**config.mk**
```make
export PLATFORM = sky130hd
export DESIGN_NAME = mem_port_arbiter
export DESIGN_NICKNAME = d
export VERILOG_FILES = /design/src/rtl/mem_port_arbiter.sv
export SDC_FILE = /design/constraint.sdc
export NUM_CORES = 1
export LEC_CHECK = 0
export BUFFER_PORTS_ARGS = -buffer_cell sky130_fd_sc_hd__buf_2
export CAP_MARGIN = 20
export CORE_MARGIN = 2
export CORE_UTILIZATION = 47
export DETAILED_ROUTE_END_ITERATION = 12
export GPL_TIMING_DRIVEN = 0
export PLACE_DENSITY = 0.87
export SYNTH_ARGS = -nofsm -noshare
export SYNTH_HDL_FRONTEND = slang
export SYNTH_SLANG_ARGS = --single-unit
```
**constraint.sdc**
```tcl
create_clock -name clk -period 2.4 [get_ports clk]
set_input_delay 0.12 -clock clk [delete_from_list [all_inputs] [get_ports clk]]
set_output_delay 0.12 -clock clk [all_outputs]
set_load 0.03 [all_outputs]
```
**src/rtl/mem_port_arbiter.sv**
```systemverilog
// Arbiter sharing one single-port memory between instruction fetch and load/store.
// MEM side has fixed priority; completions grant the other side directly with no idle bubble.
module mem_port_arbiter #(
  parameter int ADDR_W  = 32,
  parameter int DATA_W  = 32,
  parameter int TIMEOUT = 256
) (
  input  logic              clk,
  input  logic              rst,
  input  logic              if_req,
  input  logic [ADDR_W-1:0] if_addr,
  input  logic              if_flush,
  output logic [DATA_W-1:0] if_rdata,
  output logic              if_valid,
  output logic              stall_if,
  input  logic              dm_req,
  input  logic              dm_we,
  input  logic [3:0]        dm_be,
  input  logic [ADDR_W-1:0] dm_addr,
  input  logic [DATA_W-1:0] dm_wdata,
  output logic [DATA_W-1:0] dm_rdata,
  output logic              dm_valid,
  output logic              stall_mem,
  output logic              bus_err,
  output logic              mem_req,
  output logic              mem_we,
  output logic [3:0]        mem_be,
  output logic [ADDR_W-1:0] mem_addr,
  output logic [DATA_W-1:0] mem_wdata,
  input  logic [DATA_W-1:0] mem_rdata,
  input  logic              mem_ready
);

  // state   | meaning
  // IDLE    | no access in flight, arbitrate dm over if
  // DM_WAIT | load/store on the memory bus
  // IF_WAIT | fetch on the memory bus
  // DM_DONE | dm_valid pulse, may grant a pending fetch
  // IF_DONE | if_valid pulse, may grant a pending load/store
  typedef enum logic [2:0] {IDLE, DM_WAIT, IF_WAIT, DM_DONE, IF_DONE} state_t;

  localparam int CNT_W = (TIMEOUT > 2) ? $clog2(TIMEOUT) : 1;
  localparam logic [CNT_W-1:0] CNT_INIT = CNT_W'(TIMEOUT - 1);

  state_t            state_q;
  logic [CNT_W-1:0]  cnt_q;
  logic              discard_q;
  logic              mem_req_q;
  logic              mem_we_q;
  logic [3:0]        mem_be_q;
  logic [ADDR_W-1:0] mem_addr_q;
  logic [DATA_W-1:0] mem_wdata_q;
  logic              if_valid_q;
  logic              dm_valid_q;
  logic              bus_err_q;
  logic [DATA_W-1:0] if_rdata_q;
  logic [DATA_W-1:0] dm_rdata_q;

  logic grant_dm_d;
  logic grant_if_d;
  logic in_wait;
  logic finish_d;
  logic drop_if_d;

  always_comb begin
    grant_dm_d = 1'b0;
    grant_if_d = 1'b0;
    unique case (state_q)
      IDLE: begin
        grant_dm_d = dm_req;
        grant_if_d = ~dm_req & if_req;
      end
      DM_DONE: grant_if_d = if_req;
      IF_DONE: grant_dm_d = dm_req;
      default: ;
    endcase
  end

  assign in_wait   = (state_q == DM_WAIT) | (state_q == IF_WAIT);
  // an access ends on mem_ready, or on the last allowed wait cycle without it
  assign finish_d  = in_wait & (mem_ready | (cnt_q == '0));
  assign drop_if_d = discard_q | if_flush;

  always_ff @(posedge clk or negedge rst) begin
    if (!rst) begin
      state_q     <= IDLE;
      cnt_q       <= '0;
      discard_q   <= 1'b0;
      mem_req_q   <= 1'b0;
      mem_we_q    <= 1'b0;
      mem_be_q    <= 4'h0;
      mem_addr_q  <= '0;
      mem_wdata_q <= '0;
      if_valid_q  <= 1'b0;
      dm_valid_q  <= 1'b0;
      bus_err_q   <= 1'b0;
      if_rdata_q  <= '0;
      dm_rdata_q  <= '0;
    end else begin
      if_valid_q <= 1'b0;
      dm_valid_q <= 1'b0;
      bus_err_q  <= 1'b0;
      if (state_q == IF_DONE) discard_q <= 1'b0;

      if (grant_dm_d) begin
        state_q     <= DM_WAIT;
        mem_req_q   <= 1'b1;
        mem_we_q    <= dm_we;
        mem_be_q    <= dm_be;
        mem_addr_q  <= dm_addr;
        mem_wdata_q <= dm_wdata;
        cnt_q       <= CNT_INIT;
      end else if (grant_if_d) begin
        state_q     <= IF_WAIT;
        mem_req_q   <= 1'b1;
        mem_we_q    <= 1'b0;
        mem_be_q    <= 4'hF;
        mem_addr_q  <= if_addr;
        mem_wdata_q <= '0;
        cnt_q       <= CNT_INIT;
      end else begin
        unique case (state_q)
          DM_WAIT: begin
            if (finish_d) begin
              state_q    <= DM_DONE;
              mem_req_q  <= 1'b0;
              dm_valid_q <= 1'b1;
              bus_err_q  <= ~mem_ready;
              dm_rdata_q <= mem_ready ? mem_rdata : '0;
            end else begin
              cnt_q <= cnt_q - 1'b1;
            end
          end
          IF_WAIT: begin
            discard_q <= drop_if_d;
            if (finish_d) begin
              state_q    <= IF_DONE;
              mem_req_q  <= 1'b0;
              if_valid_q <= ~drop_if_d;
              bus_err_q  <= ~mem_ready & ~drop_if_d;
              if_rdata_q <= mem_ready ? mem_rdata : '0;
            end else begin
              cnt_q <= cnt_q - 1'b1;
            end
          end
          DM_DONE, IF_DONE: state_q <= IDLE;
          default: ;
        endcase
      end
    end
  end

  // a flush landing in the completion cycle still kills the fetch result
  assign if_valid  = if_valid_q & ~if_flush;
  assign bus_err   = bus_err_q & ~((state_q == IF_DONE) & if_flush);
  assign if_rdata  = if_rdata_q;
  assign dm_rdata  = dm_rdata_q;
  assign dm_valid  = dm_valid_q;
  assign stall_mem = dm_req & ~dm_valid;
  assign stall_if  = (if_req & ~if_valid) | stall_mem;

  assign mem_req   = mem_req_q;
  assign mem_we    = mem_we_q;
  assign mem_be    = mem_be_q;
  assign mem_addr  = mem_addr_q;
  assign mem_wdata = mem_wdata_q;

endmodule

```
==> out/results.tsv, run 1 <==
metric	value	unit
worst reg2reg path depth	6	
post-synthesis cell type count	43	
Synth Flop Type	dfrtp_1	
drt via density	5.652	
share of the synthesized area in the top cell type	60.43	%
combinational share of power	47.6	%
Static Leak	4.947	nW
Post-Layout Cell Count	1165	
crit path cell chain	buf_2, inv_1, nor3_1, nand2_1, clkbuf_1, a32o_1	
status	completed	
Remaining DRCs	0	
DR pass1 iterations	5	
CTS tree	done	
synth cell count leaders	dfrtp_1 (149), nand2_1 (93), nor2_1 (42)	
Synth Instances	557	
GPL Wtd Cong	0.8173	
Final period util	97.52	%
initial DRC count	651	
Die Y-Extent	118.6	um
Post-synth ARST share	100.0	%
syn_nets	698	
Buf+Inv Stages, Crit Path	3	
Critical R2R Launch	state_q[1]	
synthesis-to-finish area growth	56.44	%
number of global-route vias before repair	6755	
die width	118.6	um
DRT Wirelength	23500	um
Max FO, Critical Path	10	
CP Launch Type	register	
minimum clock period	2341	ps
maximum VDD drop	0.8138	mV
RSZ-0062 raised after global routing	yes	
Initial Utilization	48.50	%
per-cell routed wire length	20.17	um
flops & latches, synth	149	
Post-DRT Antenna Nets	0	
switch share	45.62	%
CP Data Required Time	2700	ps
Rows	41	
Net Switching	5.969	mW
capturing point of the worst reg2reg path	if_rdata[12]	
Port Buffers	277	
I/O pin count	278	
CTS Sinks	149	
max frequency	427.2	MHz
total grt overflow	0	
worst hold start	dm_req	
Crit. End Element	register	
crit path kind	reg2reg	
cts bufs inserted	17	
HPWL Detailed	13060	um
ratio of cells with drive above 1 in the final layout	33.20	%
Max Cap Viol	0	
worst-margin pin slew	884.3	ps
number of flops mapped to enable cells by yosys	0	
number of nets in the layout	1119	
initial antenna violation count	2	
Vias	6585	
most common cell in the netlist	dfrtp_1	
postcts setup bufs	0	
Power Dens Cells	1356	nW/um^2
setup violators final	0	
Fillers	761	
Hold Crit Endpoint	state_q[0]	
Seq/Total Area, Yosys	60.43	%
clk buf depth	2	
core footprint	12720	um^2
Synth area leader	dfrtp_1	
worst path arrival time	2640	ps
Clock power frac	20.4	%
pin count of the biggest net entering global routing	94	
first-pass GRT wire length	36350	um
cell area after synthesis	6170	um^2
worst min-delay path class	in2reg	
Clk pin slew, worst setup/hold paths	60	ps
critical path's slowest cell	nor3_1	
Slew Viols, Final	0	
Total GRT Usage	33.13	%
Placed Cells	1007	
worst rel slew slack	41.05	%
critical path's top delay family	simple AND/OR/NAND/NOR gates	
Die ar.	14060	um^2
slowest cell delay on critical path	620	ps
Reg power frac	32.1	%
final hold vios	0	
internal power	7.115	mW
Ys Warns	0	
Min-Delay Path Depth	3	
Final Util	75.87	%
Max H-tree Level	4	
clock skew after layout	5.406	ps
Reg2Reg Setup Slack	60	ps
worst-skew pair later-pin latency	420	ps
root buf cell	clkbuf_16	
Mean Syn Cell Area	11.08	um^2
largest cells by area after synthesis	dfrtp_1 (60%), a22o_1 (5.8%), nand2_1 (5.7%), mux2i_1 (4.4%), a32o_1 (3.9%)	
## logic make-up (layout without fill, tap and decap cells)
| group | Yosys count | in the layout | synth area share, % |
|---|---|---|---|
| compound gates | 127 | 127 | 16.28 |
| xor+xnor | 1 | 1 | 0.1420 |
| fa+ha+maj | 2 | 2 | 0.4055 |
| buf+inv | 76 | 510 | 4.887 |
| flops | 149 | 149 | 60.43 |
| mux | 35 | 35 | 6.084 |
| other cells | 0 | 2 | 0 |
| simple gates | 167 | 167 | 11.76 |
## registers in the layout, summed over array words and instances, names as in the netlist
name        cells
bus_err_q       1
cnt_q           8
discard_q       1
dm_rdata       32
dm_valid        1
if_rdata       32
if_valid_q      1
mem_addr       32
mem_be          4
mem_req         1
mem_wdata      32
mem_we          1
state_q         3
## cells in the final DEF (no fill, tap or decap), types with 3 or more instances in the layout
master / count
buf_2: 283
nor2_1: 42
mux2_1: 4
nand2_1: 93
mux2i_1: 27
clkbuf_16: 17
a31oi_1: 35
o22a_1: 4
and4_1: 3
inv_1: 31
buf_1: 8
and2_1: 8
clkinvlp_4: 4
nor3_1: 4
nand4_1: 3
dfrtp_1: 149
clkbuf_1: 27
dlygate4sd3_1: 125
a32o_1: 24
o21ai_0: 9
a22o_1: 41
mux2_4: 4
## power groups by stage
stage / Combinational, mW / Sequential [mW] / Clock (mW)
after global placement: 5.69 / 4.07 / 0
after floorplan: 2.09 / 5.98 / 0
after global routing: 6.53 / 4.27 / 2.79
final: 6.22 / 4.20 / 2.66
after CTS: 6.01 / 4.10 / 2.67
after detailed placement: 5.83 / 4.11 / 0
## final cells by class
class / instances / area (um^2) / area share, %
repair buffers: 403 / 2671 / 27.68
clock buffers: 21 / 460.4 / 4.771
well taps: 172 / 215.2 / 2.230
plain buffers: 43 / 180.2 / 1.867
flip-flops and latches: 149 / 3729 / 38.63
clock inverters: 11 / 126.4 / 1.309
diodes: 2 / 5.005 / 0.05185
multi-input cells: 332 / 2145 / 22.22
inverters: 32 / 120.1 / 1.244
## worst max path at each step
stage	from	endpoint	slack [ps]	depth (start not counted)
2_1_floorplan	cnt_q[0]	dm_rdata[27]	370	8
3_3_place_gp	rst	mem_addr[24]	-930	1
3_5_place_dp	state_q[2]	cnt_q[1]	60	6
4_1_cts	state_q[2]	cnt_q[1]	60	6
5_1_grt	state_q[0]	mem_addr[17]	-50	7
6_report	state_q[1]	if_rdata[12]	60	6
## tightest hold or removal path: stages
cell and delay [ps]:
buf_2 120, nor2_1 90, o21ai_0 80
## repair_timing
action                     4_1_cts  5_1_grt
resized for setup                0        3
hold buffers                   125        0
hold endpoints to repair       209        0
setup endpoints to repair        0       45
## per-layer routing
metal  part of all wire [%]  global-route usage (%)  vias to the layer above
met5                      0                       0                        -
met4                    5.1                   19.35                        0
met3                    9.4                   9.604                      106
met2                     50                   55.64                      501
met1                     36                   37.46                     3170
li1                       -                       -                     2808
## through the flow
step | instance area [um^2] | power (mW) | hold WS, ps | setup TNS (ps) | setup slack, ps
3_3_place_gp | 7771 | 9.763 | 343.1 | -137150 | -930.9
5_1_grt | 9652 | 13.59 | 31.02 | -803.8 | -51.90
4_1_cts | 9643 | 12.78 | 4.028 | 0 | 59.84
2_1_floorplan | 6170 | 8.075 | -175.6 | 0 | 371.9
3_5_place_dp | 7805 | 9.941 | 264.8 | 0 | 63.53
6_report | 9652 | 13.08 | 38.42 | 0 | 59.40
Power figures use the tool's default switching activity.
==> run 2, diff against run 1 <==
HOLD_SLACK_MARGIN = 0.06   (was default)
==> out/results.tsv, run 2 (synthesis results as in run 1) <==
metric	value	unit
status	completed	
Port Buffers	277	
number of nets in the layout	1129	
ratio of cells with drive above 1 in the final layout	33.37	%
Vias	6623	
Slew Viols, Final	0	
worst-margin pin slew	893.2	ps
Final Util	76.72	%
number of global-route vias before repair	6890	
DR pass1 iterations	6	
clock skew after layout	6.215	ps
Placed Cells	1007	
most common cell after layout, fill and taps aside	buf_2	
worst path arrival time	2550	ps
CP Data Required Time	2730	ps
worst-skew pair later-pin latency	420	ps
pin count of the biggest net entering global routing	94	
CP Launch Type	register	
worst rel slew slack	40.45	%
worst min-delay path class	in2reg	
Die ar.	14060	um^2
CTS Sinks	149	
post-placement setup slack	63.53	ps
Clk pin slew, worst setup/hold paths	60	ps
slowest cell delay on critical path	450	ps
worst hold start	mem_rdata[30]	
Final period util	92.45	%
maximum VDD drop	0.8638	mV
total power	13.17	mW
cts bufs inserted	17	
first-pass GRT wire length	37630	um
RSZ-0062 raised after global routing	no	
postcts setup bufs	0	
Critical R2R Launch	state_q[0]	
total grt overflow	0	
minimum clock period	2219	ps
core footprint	12720	um^2
I/O pin count	278	
initial DRC count	597	
Placed Area	7805	um^2
initial antenna violation count	0	
root buf cell	clkbuf_16	
CTS tree	done	
GPL Wtd Cong	0.8173	
crit path kind	reg2reg	
Static Leak	5.001	nW
Post-DRT Antenna Nets	0	
Worst Setup SP	state_q[0]	
per-cell routed wire length	20.53	um
crit path cell chain	clkbuf_1, xnor2_1, a31o_2, buf_2, buf_1, nor2_1, a31oi_1	
Crit. End Element	register	
Max FO, Critical Path	10	
post-route setup slack	181.2	ps
clk buf depth	2	
HPWL Detailed	13060	um
Remaining DRCs	0	
Rows	41	
# diodes	0	
final instance area	9761	um^2
critical path's slowest cell	buf_1	
Max H-tree Level	4	
highest-count cells in the layout ignoring fill and taps	buf_2 (283), dfrtp_1 (149), dlygate4sd3_1 (135)	
Die Y-Extent	118.6	um
Power Dens Cells	1349	nW/um^2
synthesis-to-finish area growth	58.20	%
max frequency	450.7	MHz
drt via density	5.646	
die width	118.6	um
Initial Utilization	48.50	%
Total GRT Usage	34.49	%
Max Cap Viol	0	
DRT Wirelength	24080	um
Post-Layout Cell Count	1173	
final hold vios	0	
setup violators final	0	
[run 2: cell types whose count changed in the layout (fill, tap and decap cells not counted)]
cell / delta
buf_1: -1
clkbuf_2: +3
clkbuf_1: -2
diode_2: -2
nor3_1: -1
nor3b_2: +1
nor3_2: +1
dlygate4sd3_1: +10
nor3b_1: -1
[run 2: power breakdown]
part | switching, mW | leakage (nW) | total (mW) | internal (mW)
registers | 0.654 | 1.81 | 4.20 | 3.55
logic | 4.30 | 2.91 | 6.30 | 2.00
clock network | 1.08 | 0.276 | 2.67 | 1.59
[run 2: final timing paths]
kind                           endpoint  slack, ps  cells past startpoint
max in group asynchronous  mem_addr[28]       1270                      3
max                        mem_addr[24]        180                      7
max reg2reg                mem_addr[24]        180                      7
min                        if_rdata[30]         70                      3
min reg2reg                dm_rdata[23]        480                      1
min in group asynchronous  if_rdata[17]        360                      2
[run 2: final cells by class]
type / instances / area, um^2
Multi-Input combinational cell: 332 / 2155
Clock inverter: 11 / 126.4
Timing Repair Buffer: 413 / 2771
Clock buffer: 21 / 460.4
Buffer: 43 / 183.9
Sequential cell: 149 / 3729
Fill cell: 748 / 2962
Inverter: 32 / 120.1
Tap cell: 172 / 215.2
[run 2: metal layers]
layer,vias up,track usage (%),routed length (um)
met5,-,0,0
met4,0,19.79,1128
met3,100,10.42,2108
met2,445,58.33,12110
met1,3255,38.51,8732
li1,2823,-,-
[run 2: stage by stage]
step	setup TNS (ps)	hold WS, ps
6_report	0	74.08
5_1_grt	0	92.86
4_1_cts	0	60.23
3_5_place_dp	0	264.8
3_3_place_gp	-137150	343.1
2_1_floorplan	0	-175.6
[run 2: worst max-delay path: cells and delay by family, from the launching register on]
family | cells | cell delay, ps
AND/OR/NAND/NOR | 1 | 150
buffers and inverters | 3 | 890
AO/OA/AOI/OAI | 2 | 390
XOR/XNOR | 1 | 330
flip-flops | 1 | 360
[run 2: what timing repair did]
item                       in CTS  in global routing
hold endpoints to repair      221                  0
resized for setup               0                 10
hold buffers                  135                  0
setup endpoints to repair       0                 62
